**src/rtl/conv_sched.sv**
```systemverilog
// Control sequencer for an N-sample / M-tap convolution datapath.
// Loads x and f memories, walks the MAC read schedule per output and presents each result on a valid/ready port.
module conv_sched #(
    parameter int N    = 8,
    parameter int M    = 4,
    parameter int LOGN = 3,
    parameter int LOGM = 2
) (
    input  logic            clk,
    input  logic            reset,
    input  logic            s_valid_x,
    output logic            s_ready_x,
    input  logic            s_valid_f,
    output logic            s_ready_f,
    output logic            wr_en_x,
    output logic [LOGN-1:0] addr_x,
    output logic            wr_en_f,
    output logic [LOGM-1:0] addr_f,
    output logic            en_acc,
    output logic            clr_acc,
    output logic            m_valid_y,
    input  logic            m_ready_y,
    output logic            m_last_y
);

    typedef enum logic [1:0] {
        LOAD  = 2'd0,
        MAC   = 2'd1,
        DRAIN = 2'd2,
        OUT   = 2'd3
    } state_t;

    localparam logic [LOGN:0] N_FULL = (LOGN+1)'(N);
    localparam logic [LOGM:0] M_FULL = (LOGM+1)'(M);
    localparam logic [LOGN:0] K_LAST = (LOGN+1)'(N - M);
    localparam logic [LOGM:0] J_LAST = (LOGM+1)'(M - 1);
    localparam logic [LOGN:0] ONE_N  = (LOGN+1)'(1);
    localparam logic [LOGM:0] ONE_M  = (LOGM+1)'(1);

    state_t          state_reg, state_next;
    logic [LOGN:0]   x_cnt_reg, x_cnt_next;
    logic [LOGM:0]   f_cnt_reg, f_cnt_next;
    logic [LOGN:0]   k_reg, k_next;
    logic [LOGM:0]   j_reg, j_next;
    logic            en_acc_reg, clr_acc_reg;

    // Read address is formed one bit wider so k+j can never wrap silently.
    logic [LOGN:0]   rd_addr_x;
    logic            rd_addr_unused;

    assign rd_addr_x      = k_reg + (LOGN+1)'(j_reg);
    assign rd_addr_unused = rd_addr_x[LOGN];

    // State register
    always_ff @(posedge clk) begin
        if (reset) begin
            state_reg   <= LOAD;
            x_cnt_reg   <= '0;
            f_cnt_reg   <= '0;
            k_reg       <= '0;
            j_reg       <= '0;
            en_acc_reg  <= 1'b0;
            clr_acc_reg <= 1'b0;
        end else begin
            state_reg   <= state_next;
            x_cnt_reg   <= x_cnt_next;
            f_cnt_reg   <= f_cnt_next;
            k_reg       <= k_next;
            j_reg       <= j_next;
            // Memory read has one cycle of latency, so accumulate controls trail the read issue by one cycle.
            en_acc_reg  <= (state_reg == MAC);
            clr_acc_reg <= (state_reg == MAC) && (j_reg == '0);
        end
    end

    // Next-state logic
    always_comb begin
        state_next = state_reg;
        x_cnt_next = x_cnt_reg;
        f_cnt_next = f_cnt_reg;
        k_next     = k_reg;
        j_next     = j_reg;
        unique case (state_reg)
            LOAD: begin
                if (wr_en_x) x_cnt_next = x_cnt_reg + ONE_N;
                if (wr_en_f) f_cnt_next = f_cnt_reg + ONE_M;
                if ((x_cnt_next == N_FULL) && (f_cnt_next == M_FULL)) begin
                    state_next = MAC;
                    j_next     = '0;
                end
            end
            MAC: begin
                if (j_reg == J_LAST) begin
                    state_next = DRAIN;
                end else begin
                    j_next = j_reg + ONE_M;
                end
            end
            DRAIN: begin
                state_next = OUT;
            end
            OUT: begin
                if (m_ready_y) begin
                    if (k_reg < K_LAST) begin
                        k_next     = k_reg + ONE_N;
                        j_next     = '0;
                        state_next = MAC;
                    end else begin
                        k_next     = '0;
                        j_next     = '0;
                        x_cnt_next = '0;
                        f_cnt_next = '0;
                        state_next = LOAD;
                    end
                end
            end
            default: state_next = LOAD;
        endcase
    end

    // Output logic
    always_comb begin
        s_ready_x = 1'b0;
        s_ready_f = 1'b0;
        wr_en_x   = 1'b0;
        wr_en_f   = 1'b0;
        addr_x    = rd_addr_x[LOGN-1:0];
        addr_f    = j_reg[LOGM-1:0];
        m_valid_y = 1'b0;
        m_last_y  = 1'b0;
        en_acc    = en_acc_reg;
        clr_acc   = clr_acc_reg;
        unique case (state_reg)
            LOAD: begin
                s_ready_x = (x_cnt_reg < N_FULL);
                s_ready_f = (f_cnt_reg < M_FULL);
                wr_en_x   = s_valid_x & s_ready_x;
                wr_en_f   = s_valid_f & s_ready_f;
                addr_x    = x_cnt_reg[LOGN-1:0];
                addr_f    = f_cnt_reg[LOGM-1:0];
            end
            OUT: begin
                m_valid_y = 1'b1;
                m_last_y  = (k_reg == K_LAST);
            end
            default: begin
            end
        endcase
    end

endmodule
```
**config.mk**
```make
export PLATFORM = sky130hd
export DESIGN_NAME = conv_sched
export DESIGN_NICKNAME = d
export VERILOG_FILES = /design/src/rtl/conv_sched.sv
export SDC_FILE = /design/constraint.sdc
export NUM_CORES = 1
export LEC_CHECK = 0
export BUFFER_PORTS_ARGS = -buffer_cell sky130_fd_sc_hd__buf_2
export CAP_MARGIN = 20
export CORE_UTILIZATION = 30
export DETAILED_ROUTE_END_ITERATION = 8
export GPL_TIMING_DRIVEN = 0
export PLACE_DENSITY = 0.46
export RECOVER_POWER = 50
export SKIP_LAST_GASP = 1
export SYNTH_ARGS = -nofsm -noshare
export SYNTH_HDL_FRONTEND = slang
export SYNTH_SLANG_ARGS = --single-unit
```
**constraint.sdc**
```tcl
create_clock -name clk -period 4.6 [get_ports clk]
set_clock_uncertainty 0.15 [all_clocks]
set_input_delay 1.38 -clock clk [delete_from_list [all_inputs] [get_ports clk]]
set_output_delay 1.38 -clock clk [all_outputs]
set_load 0.1 [all_outputs]
```
==> results of run 1 <==
==> through the flow <==
step / util / area, um^2 / total power, W / setup WS (ns) / cells
global placement: 0.3586 / 1343 / 0.0002672 / 0.8733 / 201
finish: 0.3717 / 1391 / 0.0003942 / 0.6059 / 205
detailed placement: 0.3586 / 1343 / 0.0002680 / 0.8655 / 201
global route: 0.3717 / 1391 / 0.0004113 / 0.4672 / 205
CTS: 0.3733 / 1398 / 0.0004011 / 0.8610 / 205
floorplan: - / 1202 / 0.0002520 / 0.03773 / 137
==> metal layers <==
| metal | wire length (um) | track usage | up-vias |
|---|---|---|---|
| li1 | - | - | 525 |
| met1 | 1400 | 0.1939 | 467 |
| met2 | 1179 | 0.2139 | 23 |
| met3 | 131 | 0.02778 | 4 |
| met4 | 25 | 0.04076 | 0 |
| met5 | 0 | 0 | - |
==> path summary, 6_finish.rpt <==
path                  endpoint  depth (start not counted)  slack, ns         start
hold reg to reg       j_reg[2]                          2       0.33      j_reg[2]
hold / removal        j_reg[2]                          2       0.33      j_reg[2]
setup reg to reg  state_reg[1]                          7       2.22  state_reg[0]
setup / recovery     addr_x[2]                          6       0.61  state_reg[0]
==> area by class of cell <==
type | count | area, um^2
fillers | 421 | 2352
multi-input cells | 102 | 773.2
flip-flops and latches | 18 | 360.3
repair buffers | 16 | 78.83
well taps | 48 | 60.06
clock buffers | 4 | 55.05
inverters | 14 | 52.55
plain buffers | 3 | 11.26
==> cell families (layout without fill, tap and decap cells) <==
logic type,count (synthesis),after routing
flops,18,18
compound gates,30,30
simple gates,47,47
mux,8,8
xor+xnor,3,3
buf+inv,17,37
fa+ha+maj,14,14
==> power by group <==
| part | internal [W] | switching (W) |
|---|---|---|
| Clock | 0.0000761 | 0.0000553 |
| Combinational | 0.0000262 | 0.0000705 |
| Sequential | 0.000160 | 0.00000566 |
==> cell usage in the layout, fill, tap and decap left out, types with 2 or more instances in the layout <==
master     n
a21oi_1    9
clkbuf_8   4
nor3_1     6
a211oi_1   2
a22oi_1    2
nand2b_1   5
xnor2_1    2
dfxtp_1   18
inv_1     14
nor2b_1    2
or3_1      2
ha_1      13
a31oi_1    2
buf_2     15
clkbuf_1   4
and3_1     2
nor2_1    14
a32oi_1    2
o21ai_0    4
nand2_1    6
mux2i_1    4
==> tightest hold or removal path: cells and delay by family, from the launching register on <==
| kind | cells | cell delay (ns) |
|---|---|---|
| simple gates | 1 | 0.06 |
| flops | 1 | 0.31 |
| mux | 1 | 0.06 |
==> reports/metrics.yaml, run 1 <==
outcome:
  outcome: "finished clean"
placed_design:
  dp_hpwl_um: 2129
  numPortBuffers: 16
  gp_congestion: 0.8157
sta:
  timing.final.crit_share: 0.8683
  rsz0062_at_grt: "no"
  worstMarginPinSlew_ns: 1.160
  timing.hold.ws_ns: 0.3275
  fin_setup_tns_ns: 0
  fmax_mhz: 250.4
  setup_violations: 0
  hold_viol: 0
  relSlewSlack: 0.2300
  final.min_clock_period_ns: 3.994
  drv_slew: 0
cts:
  tritoncts: "built"
  cts-htree-levels: 1
  cts_sinks: 18
  insertion_delay_ns: 0.25
  cts.clk_slew.worst_paths_ns: 0.07
  cts_resized: 0
  cts_made_buffers: 3
  postCtsHoldBufs: 0
  cts_buffer_depth: 2
  postCtsSetupBuffers: 0
  cts_root_buffer: "clkbuf_8"
drt:
  wire_per_inst_um: 13.35
  drt_iter0_drc: 56
  first_pass_iters: 4
  vias: 1019
  routed_wl_um: 2736
  drc: 0
  antenna_left: 0
  viasPerCell: 4.971
setup_path:
  cp-end-kind: "primary output"
  cpMaxStageDelayCell: "buf_2"
  path_cells: "inv_1, ha_1, clkbuf_1, inv_1, mux2_1, buf_2"
  crit_family: "buffers and inverters"
  cpMostUsedCell: "inv_1"
  arrival_ns: 2.46
  critPathBufInv: 4
  crit_fanout: 10
  crit_required_ns: 3.07
  cp-start-kind: "register"
  slowest_delay_ns: 0.42
  path_class: "register to primary output"
logic_synthesis:
  synth_ff_type: "dfxtp_1"
  synth_top_family_by_area: "simple AND/OR/NAND/NOR gates"
  synth_area_leaders: "dfxtp_1 (30%), ha_1 (14%), nor2_1 (4.4%), inv_1 (4.1%), a21oi_1 (3.7%)"
  synthAdderAreaFrac: 0.1519
  ys_warn_count: 0
  synth.area.mux_share: 0.07596
  synth.top_cell.area_share: 0.2997
  synth_edf_count: 0
  synth_cell_type_count: 46
  syn_inst: 137
  syn_nets: 156
  post-synth-top-count-cell: "dfxtp_1"
  synth-simple-area-share: 0.2196
  synth.largest_area_cell: "dfxtp_1"
  synth-seq-cells: 18
  synth_area_per_cell_um2: 8.777
  syn-cell-area_um2: 1202
  synth_commonest_cells: "dfxtp_1 (18), nor2_1 (14), ha_1 (13), inv_1 (13), a21oi_1 (9)"
  synth_xor_xnor_area_share: 0.02185
  synth_seq_area_share: 0.2997
  synthArstFlopShare: 0
  synth-compound-area-share: 0.1769
power_and_ir_drop:
  ir_worst_vdd_mv: 0.09061
  cellLeakagePower_nw: 0.5795
  powerDensity_nw_per_um2: 283.3
floorplanning:
  rows: 22
  pin_count: 18
  die_area_um2: 4265
  initial_core_util: 0.3212
  die_y_um: 65.31
  die_x_um: 65.31
  core_area_um2: 3744
layout:
  drive_gt1_frac: 0.1783
  syn_to_final_growth_pct: 15.71
  antennaDiodeCount: 0
  nNetsFinal: 177
global_routing:
  first_global_vias: 999
  grt_first_pass_wirelength_um: 4560
  grt-ovfl-total: 0
  grt_max_degree: 11
  grt_usage: 0.1390
  antenna_found_initial: 0
hold_path:
  hold_class: "register to register"
flow_run:
  cap_viol_max_count: 0
Power figures use the tool's default switching activity.
==> inputs of run 2 (changes only) <==
- CELL_PAD_IN_SITES_DETAIL_PLACEMENT: unset -> 1
- CELL_PAD_IN_SITES_GLOBAL_PLACEMENT: unset -> 2
- CORE_UTILIZATION: 30 -> 36
- PLACE_DENSITY: 0.46 -> 0.81
==> run 2 against run 1 <==
  * Combinational power up 2.5%
  * Setup slack better by 0.057 ns
  * Non-clock buffer count unchanged
  * Count of clock-buffer cells in the layout down 1
  * Design area down 2.8%
  * Power down 13%
  * Largest cell class unchanged
  * Maximum frequency up 1.5%
  * Final cell count down 2.4%
  * Wire length up 10%
  * Sequential share of layout area up 0.74 points
  * Critical path type unchanged
  * Die area down 16%
==> reports/metrics.yaml, run 2 (synthesized netlist as in run 1, its figures left out) <==
cts:
  cts_resized: 0
  cts-htree-levels: 1
  postCtsSetupBuffers: 0
  insertion_delay_ns: 0.28
  tritoncts: "built"
  cts_buffer_depth: 2
  cts.clk_slew.worst_paths_ns: 0.10
  cts_made_buffers: 3
  postCtsHoldBufs: 0
  cts_sinks: 18
  cts_root_buffer: "clkbuf_4"
layout:
  drive_gt1_frac: 0.1795
  final_common_cell: "dfxtp_1"
  syn_to_final_growth_pct: 12.49
  multi_input_area_um2: 770.7
  mostFrequentLayoutCells: "dfxtp_1 (18), buf_2 (16), nor2_1 (14)"
  seqCellArea_um2: 360.3
  nFillCells: 407
  antennaDiodeCount: 0
  nNetsFinal: 177
global_routing:
  grt.met1_usage: 0.2546
  grt_first_pass_wirelength_um: 5106
  grt.busiest_layer: "met2"
  use_met3: 0.03030
  first_global_vias: 1052
  grt-ovfl-total: 0
  antenna_found_initial: 0
  grt_usage: 0.1942
  grt_use_met2: 0.3175
  grt_max_degree: 11
power_and_ir_drop:
  switching_power_w: 0.0001245
  comb_power_share: 0.289
  seq_power_share: 0.486
  sw_frac_of_total: 0.3630
  internal_power_w: 0.0002185
  cellLeakagePower_nw: 0.5662
  powerDensity_nw_per_um2: 253.6
  clkPwrFrac: 0.225
  ir_worst_vdd_mv: 0.09865
outcome:
  outcome: "finished clean"
setup_path:
  slowest_delay_ns: 0.42
  cp-start-kind: "register"
  cpMaxStageDelayCell: "clkbuf_1"
  critPathBufInv: 4
  path_cells: "inv_1, ha_1, clkbuf_1, inv_2, mux2_1, buf_2"
  r2r_start: "state_reg[0]"
  crit_family: "buffers and inverters"
  rr_endpoint: "state_reg[1]"
  rrSetupSlack_ns: 2.10
  arrival_ns: 2.41
  crit_required_ns: 3.07
  reg2reg_depth: 7
  crit_fanout: 10
  path_class: "register to primary output"
  cp-end-kind: "primary output"
sta:
  worstMarginPinSlew_ns: 0.4927
  timing.final.crit_share: 0.8558
  fmax_mhz: 254.0
  relSlewSlack: 0.6715
  setup_violations: 0
  hold_viol: 0
  fin_setup_tns_ns: 0
  timing.hold.ws_ns: 0.3551
  drv_slew: 0
  final.min_clock_period_ns: 3.937
  rsz0062_at_grt: "no"
drt:
  vias: 1058
  first_pass_iters: 4
  routed_wl_um: 3020
  drc: 0
  drt_iter0_drc: 18
  wire_per_inst_um: 15.10
  viasPerCell: 5.290
  antenna_left: 0
floorplanning:
  core_area_um2: 3103
  rows: 20
  pin_count: 18
  initial_core_util: 0.3875
  die_x_um: 59.79
  die_y_um: 59.79
  die_area_um2: 3575
placed_design:
  dp_hpwl_um: 2408
  numPortBuffers: 16
  gp_congestion: 0.7799
flow_run:
  cap_viol_max_count: 0
hold_path:
  hold_depth: 2
  holdPathEnd: "f_cnt_reg[2]"
  hold_start: "f_cnt_reg[2]"
  hold_class: "register to register"
[run 2: how the worst max path moves through the flow]
stage	from	endpoint	slack [ns]	cells past startpoint
floorplan	state_reg[0]	addr_f[0]	0.04	4
finish	state_reg[0]	addr_x[2]	0.66	6
global route	state_reg[0]	addr_x[2]	0.45	6
global placement	s_valid_x	wr_en_x	0.87	4
detailed placement	s_valid_x	wr_en_x	0.87	4
CTS	j_reg[0]	addr_x[2]	0.82	7
[run 2: power by group through the flow]
| stage | logic [W] | registers (W) | clock network [W] |
|---|---|---|---|
| after global routing | 0.000106 | 0.000168 | 0.0000883 |
| after global placement | 0.0000975 | 0.000169 | 0 |
| after floorplan | 0.0000838 | 0.000168 | 0 |
| after CTS | 0.000100 | 0.000167 | 0.0000817 |
| after detailed placement | 0.0000996 | 0.000170 | 0 |
| final | 0.0000991 | 0.000167 | 0.0000772 |
[run 2: through the flow]
stage	power, W	utilization	instance area (um^2)	std cells	worst slack, ns
5_1_grt	0.0003618	0.4359	1353	200	0.4511
4_1_cts	0.0003483	0.4383	1360	200	0.8248
2_1_floorplan	0.0002520	-	1202	137	0.03773
3_5_place_dp	0.0002699	0.4310	1338	197	0.8676
6_report	0.0003430	0.4359	1353	200	0.6631
3_3_place_gp	0.0002670	0.4310	1338	197	0.8677
[run 2: final cells by class]
type                       count  share of cell area
buffer                         3            0.008326
clock buffer                   3             0.01665
inverter                      14             0.03885
multi-input combinational    102              0.5698
sequential                    18              0.2664
tap                           44             0.04070
timing repair buffer          16             0.05920
[run 2: worst min-delay path, cell delays in order (launching register included)]
cell,delay (ns)
dfxtp_1,0.35
nand2_1,0.06
a21oi_1,0.05
[run 2: metal layers]
metal	vias up	share of wire
met1	517	0.50
met5	-	0
li1	525	-
met4	0	0.011
met2	12	0.47
met3	4	0.023
